--- config.mk ---
export PLATFORM = sky130hd
export DESIGN_NAME = cpu_sequencer
export DESIGN_NICKNAME = d
export VERILOG_FILES = /design/src/rtl/cpu_sequencer_pkg.sv /design/src/rtl/cpu_seq_decode.sv /design/src/rtl/cpu_sequencer.sv
export SDC_FILE = /design/constraint.sdc
export NUM_CORES = 1
export LEC_CHECK = 0
export ABC_AREA = 1
export ABC_CLOCK_PERIOD_IN_PS = 1100
export CELL_PAD_IN_SITES_DETAIL_PLACEMENT = 0
export CELL_PAD_IN_SITES_GLOBAL_PLACEMENT = 1
export CORE_MARGIN = 2
export CORE_UTILIZATION = 22
export CTS_BUF_LIST = sky130_fd_sc_hd__clkbuf_4
export CTS_CLUSTER_DIAMETER = 50
export DETAILED_ROUTE_END_ITERATION = 8
export PLACE_DENSITY_LB_ADDON = 0.1
export SYNTH_ARGS = -nofsm -noshare
export SYNTH_HDL_FRONTEND = slang
export SYNTH_SLANG_ARGS = --single-unit
--- constraint.sdc ---
create_clock -name clk -period 1.1 [get_ports clk]
set_input_delay 0.33 -clock clk [delete_from_list [all_inputs] [get_ports clk]]
set_output_delay 0.33 -clock clk [all_outputs]
set_load 0.05 [all_outputs]
--- src/rtl/cpu_sequencer_pkg.sv ---
// Shared types for the accumulator CPU instruction-cycle controller.
package cpu_sequencer_pkg;

    localparam int DEFAULT_WORD_W = 8;

    typedef enum logic [2:0] {
        HLT = 3'd0,
        SKZ = 3'd1,
        ADD = 3'd2,
        AND = 3'd3,
        XOR = 3'd4,
        LDA = 3'd5,
        STO = 3'd6,
        JMP = 3'd7
    } opcodes_t;

    typedef enum logic [3:0] {
        INST_ADDR  = 4'd0,
        INST_FETCH = 4'd1,
        INST_LOAD  = 4'd2,
        IDLE       = 4'd3,
        OP_ADDR    = 4'd4,
        OP_FETCH   = 4'd5,
        ALU_OP     = 4'd6,
        STORE      = 4'd7,
        HALTED     = 4'd8
    } seq_state_t;

    // Opcodes whose operand is read from memory into the accumulator path.
    function automatic logic is_aluop(input opcodes_t op);
        logic r;
        r = 1'b0;
        case (op)
            ADD, AND, XOR, LDA: r = 1'b1;
            default:            r = 1'b0;
        endcase
        return r;
    endfunction

endpackage

--- src/rtl/cpu_seq_decode.sv ---
// Combinational state+opcode -> strobe decoder for cpu_sequencer.
module cpu_seq_decode
    import cpu_sequencer_pkg::*;
(
    input  seq_state_t state,
    input  opcodes_t   opcode,
    input  logic       zero,
    output logic       mem_rd,
    output logic       mem_wr,
    output logic       load_ir,
    output logic       load_ac,
    output logic       load_pc,
    output logic       inc_pc,
    output logic       halt
);

    logic aluop;

    assign aluop = is_aluop(opcode);

    // Strobe decode; every phase not listed drives all strobes low.
    always_comb begin
        mem_rd  = 1'b0;
        mem_wr  = 1'b0;
        load_ir = 1'b0;
        load_ac = 1'b0;
        load_pc = 1'b0;
        inc_pc  = 1'b0;
        halt    = 1'b0;
        case (state)
            INST_FETCH: mem_rd = 1'b1;
            INST_LOAD, IDLE: begin
                mem_rd  = 1'b1;
                load_ir = 1'b1;
            end
            OP_ADDR:  inc_pc = (opcode != HLT);
            OP_FETCH: mem_rd = aluop;
            ALU_OP: begin
                load_ac = aluop;
                mem_rd  = aluop;
                inc_pc  = (opcode == SKZ) && zero;
                load_pc = (opcode == JMP);
            end
            STORE: begin
                load_ac = aluop;
                mem_rd  = aluop;
                inc_pc  = (opcode == JMP);
                load_pc = (opcode == JMP);
                mem_wr  = (opcode == STO);
            end
            HALTED:   halt = 1'b1;
            default: ;
        endcase
    end

endmodule

--- src/rtl/cpu_sequencer.sv ---
// Instruction-cycle controller for the 8-bit accumulator CPU.
// Optional macro CPU_SEQ_MEM_WAIT_EN adds a mem_ready input that stretches
// INST_LOAD, OP_FETCH (ALU ops) and STORE (STO) until memory is ready.
//
// state      | meaning
// INST_ADDR  | instruction address on bus, no strobes
// INST_FETCH | read instruction
// INST_LOAD  | read + load IR
// IDLE       | read + load IR (settle)
// OP_ADDR    | bump PC past instruction, or decide HLT
// OP_FETCH   | read operand for ALU ops
// ALU_OP     | accumulator load / SKZ skip / JMP load
// STORE      | write for STO, final JMP load
// HALTED     | absorbing until rst
module cpu_sequencer
    import cpu_sequencer_pkg::*;
#(
    parameter int NUM_PHASES = 8
) (
    input  logic       clk,
    input  logic       rst,
    input  opcodes_t   opcode,
    input  logic       zero,
`ifdef CPU_SEQ_MEM_WAIT_EN
    input  logic       mem_ready,
`endif
    output logic       mem_rd,
    output logic       mem_wr,
    output logic       load_ir,
    output logic       load_ac,
    output logic       load_pc,
    output logic       inc_pc,
    output logic       halt,
    output seq_state_t phase
);

    if (NUM_PHASES != 8) begin : g_bad_phases
        $fatal(1, "cpu_sequencer: NUM_PHASES must be 8");
    end

    seq_state_t state;
    seq_state_t state_next;
    logic       stall;

`ifdef CPU_SEQ_MEM_WAIT_EN
    // Hold only in phases that actually touch memory for this opcode.
    always_comb begin
        stall = 1'b0;
        if (!mem_ready) begin
            case (state)
                INST_LOAD: stall = 1'b1;
                OP_FETCH:  stall = is_aluop(opcode);
                STORE:     stall = (opcode == STO);
                default:   stall = 1'b0;
            endcase
        end
    end
`else
    assign stall = 1'b0;
`endif

    // State register; reset forces INST_ADDR at once so strobes drop immediately.
    always_ff @(posedge clk or posedge rst) begin
        if (rst) state <= INST_ADDR;
        else     state <= state_next;
    end

    // Next-state: fixed ring, HLT diverts to HALTED, optional memory stall.
    always_comb begin
        state_next = state;
        case (state)
            INST_ADDR:  state_next = INST_FETCH;
            INST_FETCH: state_next = INST_LOAD;
            INST_LOAD:  state_next = IDLE;
            IDLE:       state_next = OP_ADDR;
            OP_ADDR:    state_next = (opcode == HLT) ? HALTED : OP_FETCH;
            OP_FETCH:   state_next = ALU_OP;
            ALU_OP:     state_next = STORE;
            STORE:      state_next = INST_ADDR;
            HALTED:     state_next = HALTED;
            default:    state_next = INST_ADDR;
        endcase
        if (stall) state_next = state;
    end

    cpu_seq_decode u_decode (
        .state   (state),
        .opcode  (opcode),
        .zero    (zero),
        .mem_rd  (mem_rd),
        .mem_wr  (mem_wr),
        .load_ir (load_ir),
        .load_ac (load_ac),
        .load_pc (load_pc),
        .inc_pc  (inc_pc),
        .halt    (halt)
    );

    assign phase = state;

endmodule

==> results.cfg, run 1 <==
[run_status]
status = finished with violations
failed_checks = setup timing

[grt]
grt-ovfl-total = 0
grt_pass1_vias = 492
grt_max_degree = 6
grt_antenna_before_repair = 0
grt_first_pass_wirelength_microns = 1900
track_usage_pct = 13.9

[critical_path]
critPathCaptureType = primary output
path_max_fanout = 5
worstPathCellList = nor2_4 -> nand3_1 -> clkinvlp_4 -> buf_12
crit_type = register to primary output
worstPathRequired_ps = 770
crit_slowest_cell = dfrtp_4
slowest_delay_ps = 500
worstSetupStartpointType = register
worstPathArrival_ps = 1280

[yosys]
synth_cell_types = 12
syn_area_sq_um = 320
synth_warnings = 0
seq_area_frac_synth_pct = 31.3
synthCells = 54
syn_avg_cell_area_sq_um = 5.93
synth.net_count = 60
ys_ff_latch = 4

[final_layout]
largest_reg_flops = 4
final_layout_size_suffix_gt1_share_pct = 65.9
nNetsFinal = 99
multi_input_comb_area_sq_um = 263
n_fill_cell = 113
final_cell_mix = buf_4, buf_12, nand2_1
stdcell_count = 106
regArea_sq_um = 108
syn2layout_area_growth_pct = 182
final_area_sq_um = 903
diodes = 0
final_common_cell = buf_4

[sta]
fin_ws_ps = -510
finalMaxSlewViolations = 0
setup_violations = 12
relSlewSlack_pct = 87.7
period_minus_slack_ps = 1610
rsz0062_at_grt = yes
worst_slew_pin_slew_ps = 183
skew_ps = 0.733
fin_crit_sh_pct = 146
hold_violations = 0
clock.fmax_mhz = 621
whs_ps = 291

[clocking]
cts_root_buf = clkbuf_4
clkTransAtPathRegs_ps = 30
cts_inserted_buffers = 3
cts_sinks = 4
clk_path_buf_depth = 2
htree_num_levels = 1
clk_latency_ps = 230
cts_tree = built
cts_hold_buf = 0

[floorplan]
rows = 13
chipWidth_microns = 42.2
fp.dieH_microns = 42.2
die_area_sq_mm = 0.00178
io-pin-count = 17
core-area_sq_mm = 0.00133
start_util_pct = 24.0

[place]
place_hpwl_microns = 897
gp_congestion = 0.711
io_buffer_count = 16
post-place-ws_ps = -682
place_inst = 101
postPlaceCellArea_sq_um = 798

[power_and_ir_drop]
p_total_w = 0.00262
power_density_mw_per_mm2 = 2900
ir_drop_uv = 1540
leakage_nw = 0.445

[detailed_routing]
ant_nets = 0
routedWlPerCell_microns = 10.1
drt_iter0_drc = 1
routed_wl_microns = 1080
drt_first_pass_iters = 3
viasPerCell = 4.43
via_count = 470
drc = 0

[hold_path]
hold_class = primary input to asynchronous set/reset pin

[job]
maxCapViolations = 0
==> critical path, delay by kind of cell, from the launching register on <==
| family | cells | cell delay, ps |
|---|---|---|
| buffers and inverters | 2 | 250 |
| and+or+nand+nor | 2 | 290 |
| DFF | 1 | 500 |
==> metal layers <==
metal	global-route usage, %	wire (microns)
met1	14.5	381
met2	26.6	651
met3	0.431	42
met4	9.38	0
met5	0	0
==> path summary, 6_finish.rpt <==
path,start,end,slack [ps],depth (start not counted)
max,phase[1],halt,-510,4
min,rst,phase[0],290,2
max reg2reg,phase[1],phase[2],-40,6
min reg2reg,phase[3],phase[1],580,2
max in group asynchronous,rst,phase[1],640,2
min in group clk,phase[3],phase[1],580,2
==> Yosys cell counts (all sizes together) <==
| master | n | area share [%] |
|---|---|---|
| nor3 | 3 | 7.8 |
| dfrtp | 4 | 31 |
| nand2 | 17 | 20 |
| nand3 | 8 | 14 |
| inv | 13 | 15 |
| clkinv | 1 | 1.2 |
| o21ai | 1 | 1.6 |
| nor2 | 7 | 9.0 |
==> kinds of logic (layout without fill, tap and decap cells) <==
logic type,Yosys count,after routing,synth area share [%]
simple gates,35,35,50.8
buf+inv,14,51,16.4
flops,4,4,31.3
compound gates,1,1,1.56
==> per-stage QoR <==
step	utilization, %	TNS (ps)
after floorplan	-	-2640
after global placement	59.8	-4840
after detailed placement	59.8	-5030
after CTS	65.3	-4480
after global routing	67.7	-4750
final	67.7	-4190
==> timing repair <==
action | 4_1_cts | 5_1_grt
endpoints found under the setup margin | 14 | 13
resized for setup | 16 | 10
buffers inserted | 2 | 0
pin swaps | 6 | 5
==> where the power goes <==
part	internal [W]	switching, W
clock	0.000122	0.0000542
combinational	0.00102	0.00108
sequential	0.000229	0.000111
==> layout make-up <==
class / count / area share, %
clock buffer: 3 / 2.49
timing repair buffer: 34 / 46.7
tap: 15 / 2.08
multi-input combinational: 36 / 29.1
inverter: 14 / 7.76
sequential: 4 / 11.9
Power figures use the tool's default switching activity.
==> run 2: changes to the inputs <==
==> constraint.sdc (replaced) <==
create_clock -name clk -period 1.1 [get_ports clk]
set_input_delay 0.22 -clock clk [delete_from_list [all_inputs] [get_ports clk]]
set_output_delay 0.22 -clock clk [all_outputs]
set_load 0.05 [all_outputs]
==> run 2 against run 1 <==
The run still ends with setup timing left. Cell count rose by 0.94%. Clock skew rose by 0.92 ps. Utilization rose by 0.47 points. Setup slack improved by 100 ps. Wire length rose by 3.3%. Sequential power barely moved. Non-clock buffer count rose by 1. Register-to-register slack got worse by 30 ps. Count of clock-buffer cells in the layout did not move. Largest cell class unchanged. Highest routed layer unchanged.
==> results.cfg, run 2 (same netlist as run 1, synthesis figures left out) <==
[run_status]
status = finished with violations
failed_checks = setup timing

[grt]
grt-ovfl-total = 0
grt_first_pass_wirelength_microns = 1900
track_usage_pct = 13.9
grt_pass1_vias = 492
grt_antenna_before_repair = 0
grt_max_degree = 6

[floorplan]
io-pin-count = 17
die_area_sq_mm = 0.00178
rows = 13
start_util_pct = 24.0
core-area_sq_mm = 0.00133
fp.dieH_microns = 42.2
chipWidth_microns = 42.2

[critical_path]
cp_top_family = flip-flops
worstSetupStartpointType = register
slowest_delay_ps = 500
worstPathRequired_ps = 880
critPathCaptureType = primary output
worstPathArrival_ps = 1290
crit_type = register to primary output
cp.buffers_inverters = 2
path_max_fanout = 5
crit_slowest_cell = dfrtp_4
worstPathCellList = nor2_4 -> nand3_1 -> clkinvlp_4 -> buf_12
reg2reg_slack_ps = -70

[power_and_ir_drop]
ir_drop_uv = 1570
p_int_w = 0.00140
leakage_nw = 0.443
power_density_mw_per_mm2 = 2930
seq_power_share_pct = 12.8
p_clk_share_pct = 6.6
p_sw_share_pct = 47.5
pwr-share-comb_pct = 80.5
switchingPower_w = 0.00127

[final_layout]
diodes = 0
final_layout_size_suffix_gt1_share_pct = 67.4
fin_util_pct = 68.2
final_cell_mix = buf_4, buf_12, nand2_1
stdcell_count = 107
final_common_cell = buf_4
nNetsFinal = 100
syn2layout_area_growth_pct = 184
largest_reg_flops = 4

[sta]
finalMaxSlewViolations = 0
clock.fmax_mhz = 662
worst_slew_pin_slew_ps = 185
rsz0062_at_grt = yes
fin_crit_sh_pct = 137
fin_ws_ps = -410
hold_violations = 0
setup_violations = 12
skew_ps = 1.66
period_minus_slack_ps = 1510
relSlewSlack_pct = 87.6

[clocking]
clkTransAtPathRegs_ps = 30
clk_path_buf_depth = 2
cts_tree = built
cts_inserted_buffers = 3
cts_root_buf = clkbuf_4
clk_latency_ps = 230
htree_num_levels = 1
cts_sinks = 4

[detailed_routing]
routed_wl_microns = 1110
via_count = 474
routedWlPerCell_microns = 10.4
drt_iter0_drc = 2
drt_first_pass_iters = 2
ant_nets = 0
viasPerCell = 4.43
drc = 0

[job]
maxCapViolations = 0

[place]
place_inst = 101
io_buffer_count = 16
place_hpwl_microns = 897
gp_congestion = 0.711

[hold_path]
hold_class = primary input to asynchronous set/reset pin
run 2: power groups by stage:
stage,clock (W),combinational [W],sequential [W]
after floorplan,0,0.000704,0.000534
after global placement,0,0.00188,0.000322
final,0.000176,0.00215,0.000342
after CTS,0.000182,0.00206,0.000333
after detailed placement,0,0.00190,0.000321
after global routing,0.000192,0.00227,0.000358
run 2: final timing paths:
kind / startpoint / endpoint / cells after the start
worst max-delay path: phase[1] / halt / 4
worst min-delay path: rst / phase[0] / 2
worst max register to register: phase[1] / phase[2] / 6
worst min register to register: phase[3] / phase[1] / 2
max in group asynchronous: rst / phase[1] / 2
min in group clk: phase[3] / phase[1] / 2
run 2: per-layer routing:
layer  global-route usage, %  vias to the layer above  wire [microns]  share of wire [%]
li1                        -                      241               -                  -
met4                    9.38                        0               0                  0
met1                    14.5                      221             379                 34
met2                    26.6                       12             688                 62
met3                   0.431                        0              42                3.8
met5                       0                        -               0                  0
run 2: cell type report:
class | count | area, sq um
timing repair buffer | 35 | 428
fill | 114 | 424
multi-input combinational | 36 | 263
sequential | 4 | 108
inverter | 14 | 70.1
clock buffer | 3 | 22.5
tap | 15 | 18.8
run 2: what timing repair did:
action                                  in CTS  in global routing
endpoints found under the setup margin      13                 13
gates resized for setup                     17                  8
gates cloned                                 0                  0
hold buffers                                 0                  0
pin swaps                                    6                  3
setup buffers                                2                  1
run 2: through the flow:
stage	setup WS [ps]	TNS (ps)	area (sq um)	hold slack, ps	total power, W
floorplan	-435	-1870	389	-14.1	0.00124
global placement	-437	-3170	798	418	0.00220
detailed placement	-462	-3360	798	424	0.00222
CTS	-403	-3260	871	186	0.00257
global route	-471	-3650	910	192	0.00282
finish	-410	-3120	910	180	0.00267
==> run 3: changes to the inputs <==
--- a/config.mk
+++ b/config.mk
@@ -13,6 +13,7 @@
 export CORE_UTILIZATION = 22
 export CTS_BUF_LIST = sky130_fd_sc_hd__clkbuf_4
 export CTS_CLUSTER_DIAMETER = 50
+export CTS_CLUSTER_SIZE = 20
 export DETAILED_ROUTE_END_ITERATION = 8
 export PLACE_DENSITY_LB_ADDON = 0.1
 export SYNTH_ARGS = -nofsm -noshare
==> results of run 3 <==
Same layout as run 2: the final DEF is identical, and so are final timing and power.
